[src/rtl/pc_sequencer_pkg.sv]
// Shared types and constants for the fetch-path program-counter sequencer.
// Latency: n/a (declarations only).
// Backpressure: n/a.
package pc_sequencer_pkg;

    localparam int PC_W = 4;

    typedef enum logic [1:0] {
        ST_BOOT  = 2'd0,
        ST_ISSUE = 2'd1,
        ST_HOLD  = 2'd2
    } state_t;

endpackage

[src/rtl/pc_sequencer_adder.sv]
// Add-by-one incrementer producing the next sequential PC.
// Latency: combinational.
// Backpressure: none; the carry-out is dropped so the PC wraps modulo 2^PC_W.
module add_by_one_adder
    import pc_sequencer_pkg::*;
(
    input  logic [PC_W-1:0] a,
    output logic [PC_W-1:0] s
);

    assign s = a + {{(PC_W-1){1'b0}}, 1'b1};

endmodule

[src/rtl/pc_sequencer.sv]
// Program-counter sequencer: issues pc to fetch, handles branch redirect, stall and wrap.
// Latency: pc advances on the edge after an accept; wrap/redirected pulse the cycle after.
// Backpressure: pc is held stable while fetch_valid & !fetch_ready; stall gates fetch_valid.
module pc_sequencer
    import pc_sequencer_pkg::*;
#(
    parameter logic [PC_W-1:0] RESET_PC = 4'h0,
    parameter logic [PC_W-1:0] LAST_PC  = 4'hF
) (
    input  logic            clk,
    input  logic            rst_n,
    input  logic            stall,
    input  logic            branch_en,
    input  logic [PC_W-1:0] branch_target,
    input  logic            fetch_ready,
    output logic            fetch_valid,
    output logic [PC_W-1:0] pc,
    output logic            wrap,
    output logic            redirected
);

    state_t            state, state_nxt;
    logic [PC_W-1:0]   pc_nxt;
    logic [PC_W-1:0]   pc_plus1;
    logic              branch_pending, branch_pending_nxt;
    logic [PC_W-1:0]   pending_target, pending_target_nxt;
    logic              wrap_nxt, redirected_nxt;
    logic              accept;

    add_by_one_adder u_inc (
        .a (pc),
        .s (pc_plus1)
    );

    // Stall suppresses valid directly so a stalled ISSUE cycle can never be accepted.
    assign fetch_valid = (state == ST_ISSUE) && !stall;
    assign accept      = fetch_valid && fetch_ready;

    // State, pc, pending branch and pulse registers.
    always_ff @(posedge clk or negedge rst_n) begin
        if (!rst_n) begin
            state          <= ST_BOOT;
            pc             <= RESET_PC;
            branch_pending <= 1'b0;
            pending_target <= RESET_PC;
            wrap           <= 1'b0;
            redirected     <= 1'b0;
        end else begin
            state          <= state_nxt;
            pc             <= pc_nxt;
            branch_pending <= branch_pending_nxt;
            pending_target <= pending_target_nxt;
            wrap           <= wrap_nxt;
            redirected     <= redirected_nxt;
        end
    end

    // Next-state FSM plus prioritised next-pc mux (branch > pending > wrap > increment).
    always_comb begin
        state_nxt          = state;
        pc_nxt             = pc;
        branch_pending_nxt = branch_pending;
        pending_target_nxt = pending_target;
        wrap_nxt           = 1'b0;
        redirected_nxt     = 1'b0;

        case (state)
            ST_BOOT:  state_nxt = stall ? ST_HOLD : ST_ISSUE;
            ST_ISSUE: if (stall) state_nxt = ST_HOLD;
            ST_HOLD:  if (!stall) state_nxt = ST_ISSUE;
            default:  state_nxt = ST_BOOT;
        endcase

        if (accept) begin
            if (branch_en) begin
                pc_nxt             = branch_target;
                branch_pending_nxt = 1'b0;
                redirected_nxt     = 1'b1;
            end else if (branch_pending) begin
                pc_nxt             = pending_target;
                branch_pending_nxt = 1'b0;
                redirected_nxt     = 1'b1;
            end else if (pc == LAST_PC) begin
                pc_nxt   = RESET_PC;
                wrap_nxt = 1'b1;
            end else begin
                pc_nxt = pc_plus1;
            end
        end else if (branch_en) begin
            // pc is on the fetch bus in ISSUE, so a redirect must wait for the accept;
            // in BOOT/HOLD nothing is presented and the target can be loaded at once.
            if (state == ST_ISSUE) begin
                branch_pending_nxt = 1'b1;
                pending_target_nxt = branch_target;
            end else begin
                pc_nxt             = branch_target;
                branch_pending_nxt = 1'b0;
                redirected_nxt     = 1'b1;
            end
        end
    end

    param_order_a: assert property (@(posedge clk) LAST_PC >= RESET_PC);
    pulse_excl_a:  assert property (@(posedge clk) disable iff (!rst_n) !(wrap && redirected));

endmodule
[config.mk]
export PLATFORM = sky130hd
export DESIGN_NAME = pc_sequencer
export DESIGN_NICKNAME = d
export VERILOG_FILES = /design/src/rtl/pc_sequencer_pkg.sv /design/src/rtl/pc_sequencer_adder.sv /design/src/rtl/pc_sequencer.sv
export SDC_FILE = /design/constraint.sdc
export NUM_CORES = 1
export LEC_CHECK = 0
export BUFFER_PORTS_ARGS = -buffer_cell sky130_fd_sc_hd__buf_2
export CAP_MARGIN = 20
export CORE_AREA = 3 3 40 42
export DETAILED_ROUTE_END_ITERATION = 10
export DIE_AREA = 0 0 43 45
export MAX_ROUTING_LAYER = met4
export PLACE_DENSITY = 0.74
export SYNTH_ARGS = -nofsm -noshare
export SYNTH_HDL_FRONTEND = slang
export SYNTH_SLANG_ARGS = --single-unit
[constraint.sdc]
create_clock -name clk -period 3.9 [get_ports clk]
set_clock_uncertainty 0.05 [all_clocks]
set_input_delay 0.78 -clock clk [delete_from_list [all_inputs] [get_ports clk]]
set_output_delay 0.78 -clock clk [all_outputs]
set_load 0.01 [all_outputs]
Word-level counts from Yosys, hierarchy flattened

Cells that the tools add are included.

Add/subtract/negate cells: 1
Eq/ne operators: 6
Multiplexer cells: 22
Bitwise gates (word level): 1
Reduce and logical (&&, ||, !) cells: 8

Operators by type and width:

| kind                  | count |
|---|---|
| $mux W4               | 6 |
| $mux W1               | 12 |
| $mux W2               | 3 |
| $ne A2 B2 Y1 const B  | 3 |
| $pmux W2 S3           | 1 |
| $add A4 B1 Y4 const B | 1 |
| $eq A4 B4 Y1 const B  | 1 |
| $reduce_and A2 Y1     | 2 |
| $reduce_and A3 Y1     | 1 |
| $eq A2 B1 Y1 const B  | 1 |
| $eq A2 B2 Y1 const B  | 1 |
| $logic_and A1 B1 Y1   | 2 |
| $logic_not A2 Y1      | 1 |
| $reduce_bool A2 Y1    | 1 |
| $logic_not A1 Y1      | 1 |
| $not A1 Y1            | 1 |

Register bits after elaboration: 13
Logic and storage cells: 44

Logic depth before layout (Yosys ltp)

Gate-level depths: netlist of the first run.

Depth after elaboration: 5
Mapped depth: 5
Gate-level depth less buffers: 5

Cells and area by module

From an unflattened synthesis of the first run, not the netlist that was laid out.

Cell total of the unflattened synthesis: 60
Area total of the unflattened synthesis: 695.7 sq um

Modules (own cells, without submodules):

| module           | times used | cells each | area an instance (sq um) |
|---|---|---|---|
| pc_sequencer     | 1          | 55         | 651.9 |
| add_by_one_adder | 1          | 5          | 43.8 |

Worst setup path after synthesis of the first run

No wires, ideal clock.

Path type: in2out
Start: in stall
End: out fetch_valid
Data arrival time: 0.949 ns
Setup slack: 2.121 ns
Stages on the path: 1
Path buffers: 0
Cells stage by stage: nor2_1

Word-level cells in the longest chain between the ends: 2

RTL lines:

| element             | line               | RTL |
|---|---|---|
| start: declaration  | pc_sequencer.sv:12 | `input logic stall,` |
| $logic_not A1 Y1    | n/a                |  |
| $logic_and A1 B1 Y1 | pc_sequencer.sv:36 | `assign fetch_valid = (state == ST_ISSUE) && !stall;` |
| end: declaration    | pc_sequencer.sv:16 | `output logic fetch_valid,` |

Every way passes these cells.

Worst setup path in the final report of the first run

Same ends and word-level chain as after synthesis.

==> impl_results.md, run 1 <==
* Period utilisation layout at 0.500
* Area fraction of the dominant cell type after synthesis at 0.503
* Footprint of the flip-flops and latches at between 300 and 400 um^2
* Number of instances in the placed design at 89
* Number of enable flip-flop cells after synthesis at 0
* Buffer type at the clock tree root: sky130_fd_sc_hd__clkbuf_4
* Required time of the critical path at 3.07 ns
* Number of global-route vias before repair at slightly above 500
* Proportion of synthesized flip-flops having asynchronous set or reset at 1.00
* CP Capture Type: primary output
* Avg WL per Cell at between 10 and 15 um
* Int Power at approximately 230 uW
* Worst Hold Class: input port to asynchronous set/reset pin
* Number of setup violations in the final report at 0
* Final routed DRC violation total at 0
* Violation count after the first detailed-routing iteration at 7
* Overall routing resource usage at 0.159
* Largest area contributor in the netlist: sky130_fd_sc_hd__dfrtp_1
* Leakage Power at roughly 0.34 nW
* Maximum fanout encountered on the critical timing path at 5
* R2R Path Start: state[1]
* Startpoint Class: input port
* Max capacitance violation total at 0
* Detailed-routing iteration count for the pre-antenna-repair pass at 4
* Most common cell after layout, fill and taps aside: sky130_fd_sc_hd__buf_2
* Count of warnings emitted by yosys at 0
* Worst R2R Setup Slack at 2.44 ns
* Starting density of the core at 0.503
* WHS at between 0.3 and 0.4 ns
* Fill cell count at 108
* Startpoint of the worst setup timing path: stall
* Post-detailed-placement half-perimeter wirelength at a little under 1000 um
* Area of the core at 0.00128 mm^2
* Post-synthesis cell type count at 26
* Antenna Diode Count at 0
* Average cell area after synthesis at roughly 11 um^2
* Horiz. Die Dim at between 40 and 50 um
* Finished Core Util at 0.593
* Placer Congestion at 0.738
* Critical Setup Path Class: input port to primary output
* Total congestion overflow at 0
* Leading cell types by total area after synthesis: sky130_fd_sc_hd__dfrtp_1 (50%), sky130_fd_sc_hd__mux2_1 (7.0%), sky130_fd_sc_hd__mux2i_1 (4.6%)
* Max-slew violation count at 0
* Highest attainable clock frequency at between 0.5 and 0.6 GHz
* Worst Tran Pin Value at 0.384 ns
* Clock Pin Slew Worst Setup and Hold Paths at ~0.08 ns
* Fraction of layout instances using a drive strength above 1 at 0.269
* Clock Tree Buf Depth at 2
* Multi-input gate area at 313 um^2
* Status: completed
* Post-cts hold buffer count at 0
* Wire length of the first global-routing pass at 2130 um
* Number of buffers created by CTS at 3
* Floorplan row count at 13
* H-tree level count at 1
* Vertical die dimension at 45 um
* CTS tree: built
* Total setup buffers inserted after CTS at 0
* Cell Count, Final, Fillers Out at slightly above 90
* Die ar. at approximately 0.0019 mm^2
* I/O pins at 16
* Pwr/cell area at approximately 430 mW/mm^2
* Antenna violations before repair at 0
* Cell area after synthesis at 647 um^2
* Cells resized by post-CTS repair at 0
* Area Growth Syn to Fin at 17.8%
* Worst reg2reg path endpoint: pc[3]
* Cells after synthesis at 60
* Slew Limit Headroom at 0.737
* Cell depth of the worst flop-to-flop path at 4
* Number of clock sinks at 13
* Largest net degree at the start of global routing at 14
* Relative contribution of sequential cells to total power at 0.532
* DRT antenna net count at 0
* Setup repair after global routing missed its margin: no
* Data arrival, critical path at between 1 and 1.5 ns
* Count of buffers from port buffering at 15
* Vias per inst at around 5.7
* Clock share of power at 0.252
* Clk Latency, worst-skew pair at approximately 0.28 ns
* Worst VDD drop at 0.205 mV
* Sequential share of the synthesized area at 0.503
* Design Power at approximately 330 uW
* Synthesized Nets at 70
* Post-synthesis register bit count at 13
* WL final at about 1300 um
* Predominant post-synthesis flop cell: sky130_fd_sc_hd__dfrtp_1
* Fin. Hold Viols at 0
* Setup TNS at 0 ns
* Share of power burned in combinational logic at 0.216
* Clock period minus final worst setup slack at between 1.5 and 2 ns
* Highest-count cells in the layout ignoring fill and taps: sky130_fd_sc_hd__buf_2 (15), sky130_fd_sc_hd__dfrtp_1 (13), sky130_fd_sc_hd__nor2_1 (5)
* Net switching power of the design at 100 uW
* Sw Ratio at 0.302
* Via Count at ~530
* Net count, final at 89
-- stage by stage --
stage / setup slack, ns / area [um^2]
finish: 1.95 / 762
global route: 1.88 / 762
CTS: 1.95 / 762
detailed placement: 1.95 / 736
global placement: 1.96 / 736
floorplan: 2.12 / 647
-- flip-flops by register name (all words and copies together), names as in the netlist --
name            count
branch_pending      1
pc                  4
pending_target      4
redirected          1
state               2
wrap                1
-- worst max-delay path by stage --
stage | to | cells after the start | slack [ns]
2_1_floorplan | fetch_valid | 1 | 2.12
5_1_grt | fetch_valid | 3 | 1.88
6_report | fetch_valid | 3 | 1.95
3_5_place_dp | fetch_valid | 3 | 1.95
4_1_cts | fetch_valid | 3 | 1.95
3_3_place_gp | fetch_valid | 3 | 1.96
-- cell usage after synthesis, drive strengths merged (2+ instances only) --
master  instances
mux2            4
o22ai           3
nand2b          2
dfrtp          13
nor2b           3
nor2            5
a211oi          3
a21oi           3
nand3           4
o21ai           3
nand2           2
mux2i           3
-- routing by layer --
layer / up-vias / global-route usage / part of all wire
li1: 257 / - / -
met4: 0 / 0.108 / 0.014
met3: 4 / 0.0239 / 0.071
met1: 246 / 0.187 / 0.45
met5: - / - / 0
met2: 22 / 0.251 / 0.46
-- worst max-delay path, cell delays in order --
cell and delay [ns]:
sky130_fd_sc_hd__buf_2 0.12, sky130_fd_sc_hd__nor2_1 0.09, sky130_fd_sc_hd__buf_2 0.13
-- kinds of logic (layout without fill, tap and decap cells) --
family                     count (synthesis)  count (layout)  share of synthesized area
AOI/OAI and AO/OA                         16              16                      0.159
muxes                                      7               7                      0.116
and+or+nand+nor                           20              20                      0.176
buffers and inverters                      2              20                     0.0135
xor gates and xnor gates                   1               1                     0.0135
DFF                                       13              13                      0.503
adders and majority gates                  1               1                     0.0193
-- power groups by stage --
stage | Sequential [mW] | Clock (mW) | Combinational (mW)
floorplan | 0.175 | 0 | 0.0472
global placement | 0.177 | 0 | 0.0695
detailed placement | 0.178 | 0 | 0.0714
CTS | 0.176 | 0.0862 | 0.0718
global route | 0.179 | 0.0878 | 0.0803
finish | 0.176 | 0.0835 | 0.0714
-- area by class of cell --
| type | instances | share of cell area |
|---|---|---|
| tap | 15 | 0.0246 |
| clock buffer | 4 | 0.0345 |
| timing repair buffer | 15 | 0.0985 |
| sequential | 13 | 0.427 |
| inverter | 1 | 0.00493 |
| multi-input combinational | 45 | 0.411 |
Power figures use the tool's default switching activity.
==> inputs of run 2 (changes only) <==
--- a/config.mk
+++ b/config.mk
@@ -7,11 +7,11 @@
 export LEC_CHECK = 0
 export BUFFER_PORTS_ARGS = -buffer_cell sky130_fd_sc_hd__buf_2
 export CAP_MARGIN = 20
-export CORE_AREA = 3 3 40 42
+export CORE_MARGIN = 3
+export CORE_UTILIZATION = 44
 export DETAILED_ROUTE_END_ITERATION = 10
-export DIE_AREA = 0 0 43 45
 export MAX_ROUTING_LAYER = met4
-export PLACE_DENSITY = 0.74
+export PLACE_DENSITY = 0.71
 export SYNTH_ARGS = -nofsm -noshare
 export SYNTH_HDL_FRONTEND = slang
 export SYNTH_SLANG_ARGS = --single-unit
==> constraint.sdc (replaced) <==
create_clock -name clk -period 1.6 [get_ports clk]
set_clock_uncertainty 0.05 [all_clocks]
set_input_delay 0.32 -clock clk [delete_from_list [all_inputs] [get_ports clk]]
set_output_delay 0.32 -clock clk [all_outputs]
set_load 0.01 [all_outputs]
==> run 2 against run 1 <==
Against the previous run:
- sequential share of layout area decreased by 1.2 points
- via count increased by 0.95%
- die area increased by 1.6%
- wire length decreased by 4.5%
- total power increased by 150%
- clock power increased by 150%
- first-iteration DRC count increased by 71%
- register-to-register slack got worse by 2.3 ns
- hold slack got worse by 0.14 ns
- sequential power increased by 140%
- non-clock buffer count increased by 2
- critical path type is now register to primary output
- highest routed layer unchanged
==> impl_results.md, run 2 (synthesized netlist as in run 1, its figures left out) <==
* Clock Tree Buf Depth at 2
* Starting density of the core at 0.485
* Worst Hold Class: input port to register
* Placer Congestion at 0.750
* Highest attainable clock frequency at about 0.67 GHz
* Setup repair after global routing missed its margin: no
* Clk Latency, worst-skew pair at about 0.28 ns
* Fraction of layout instances using a drive strength above 1 at 0.288
* Clock Pin Slew Worst Setup and Hold Paths at 0.08 ns
* Area Growth Syn to Fin at 21.1%
* Final routed DRC violation total at 0
* CTS tree: built
* I/O pins at 16
* CP Capture Type: primary output
* Avg WL per Cell at about 13 um
* Number of setup violations in the final report at 0
* Area of the core at 0.00133 mm^2
* Max-slew violation count at 0
* Status: completed
* Critical Setup Path Class: register to primary output
* Setup TNS at 0 ns
* Wire length of the first global-routing pass at 2180 um
* Pwr/cell area at around 1000 mW/mm^2
* Fill cell count at around 120
* Antenna Diode Count at 0
* Leakage Power at 0.354 nW
* Data arrival, critical path at between 1 and 1.5 ns
* Final setup margin at 0.107 ns
* Design Power at 813 uW
* Largest net degree at the start of global routing at 14
* Overall routing resource usage at 0.159
* Most common cell after layout, fill and taps aside: sky130_fd_sc_hd__buf_2
* Period utilisation layout at 0.933
* Cell Count, Final, Fillers Out at 95
* Maximum fanout encountered on the critical timing path at 4
* Post-detailed-placement half-perimeter wirelength at 976 um
* Antenna violations before repair at 0
* Horiz. Die Dim at roughly 44 um
* Max capacitance violation total at 0
* Detailed-routing iteration count for the pre-antenna-repair pass at 4
* Clock period minus final worst setup slack at between 1 and 1.5 ns
* Number of buffers created by CTS at 3
* WL final at 1260 um
* H-tree level count at 1
* Total congestion overflow at 0
* Vias per inst at about 5.6
* Worst Tran Pin Value at ~0.32 ns
* Buffer type at the clock tree root: sky130_fd_sc_hd__clkbuf_4
* Violation count after the first detailed-routing iteration at 12
* Startpoint Class: register
* Registers with the highest flip-flop counts: pc: 4 flops, pending_target: 4 flops, state: 2 flops
* Net count, final at between 90 and 100
* Vertical die dimension at 44.3 um
* Highest-count cells in the layout ignoring fill and taps: sky130_fd_sc_hd__buf_2 (15), sky130_fd_sc_hd__dfrtp_1 (13), sky130_fd_sc_hd__nor2_1 (5)
* WHS at around 0.18 ns
* Slew Limit Headroom at 0.789
* Worst VDD drop at about 0.47 mV
* Total setup buffers inserted after CTS at 0
* Count of buffers from port buffering at 15
* Fin. Hold Viols at 0
* Number of clock sinks at 13
* Number of global-route vias before repair at just over 500
* Via Count at 534
* Floorplan row count at 13
* Number of instances in the placed design at 90
* Worst setup slack after placement at ~0.19 ns
* DRT antenna net count at 0
* Die ar. at between 0.0015 and 0.002 mm^2
* Required time of the critical path at approximately 1.2 ns
[run 2: power by group]
group | leakage, nW | total (mW) | internal (mW) | switching, mW
clock | 0.0150 | 0.206 | 0.0967 | 0.109
sequential | 0.156 | 0.429 | 0.379 | 0.0499
combinational | 0.183 | 0.178 | 0.0917 | 0.0864
total | 0.354 | 0.813 | 0.567 | 0.246
[run 2: what timing repair did]
item / 4_1_cts / 5_1_grt
hold buffers: 1 / 0
endpoints found under the hold margin: 13 / 0
endpoints found under the setup margin: 0 / 1
resized for setup: 0 / 1
[run 2: critical path, stage by stage (launching register included)]
cell,delay [ns]
sky130_fd_sc_hd__dfrtp_1,0.40
sky130_fd_sc_hd__nand2b_1,0.21
sky130_fd_sc_hd__nor2_1,0.10
sky130_fd_sc_hd__buf_2,0.13
[run 2: worst paths after layout]
path	startpoint	endpoint	cells after the start	slack [ns]
worst max-delay path	state[1]	fetch_valid	3	0.11
worst min-delay path	stall	state[0]	2	0.18
worst max register to register	pc[0]	pc[1]	5	0.15
worst min register to register	state[1]	state[0]	1	0.43
max in group asynchronous	rst_n	pc[2]	2	0.88
min in group asynchronous	rst_n	redirected	2	0.40
[run 2: metrics by stage]
stage	cell area, um^2	utilization
finish	783	0.587
CTS	779	0.584
detailed placement	743	0.557
floorplan	647	-
global route	783	0.587
global placement	743	0.557
[run 2: layout make-up]
class	instances	area, um^2	share of cell area
Sequential cell	13	325	0.415
Multi-Input combinational cell	45	317	0.404
Timing Repair Buffer	17	92.6	0.118
Clock buffer	4	26.3	0.0335
Tap cell	15	18.8	0.0240
Inverter	1	3.75	0.00479
[run 2: metal layers]
layer  up-vias  global-route usage  share of wire
li1        263                   -              -
met1       249               0.203           0.47
met2        18               0.230           0.47
met3         4              0.0366          0.046
met4         0              0.0904          0.019
met5         -                   -              0
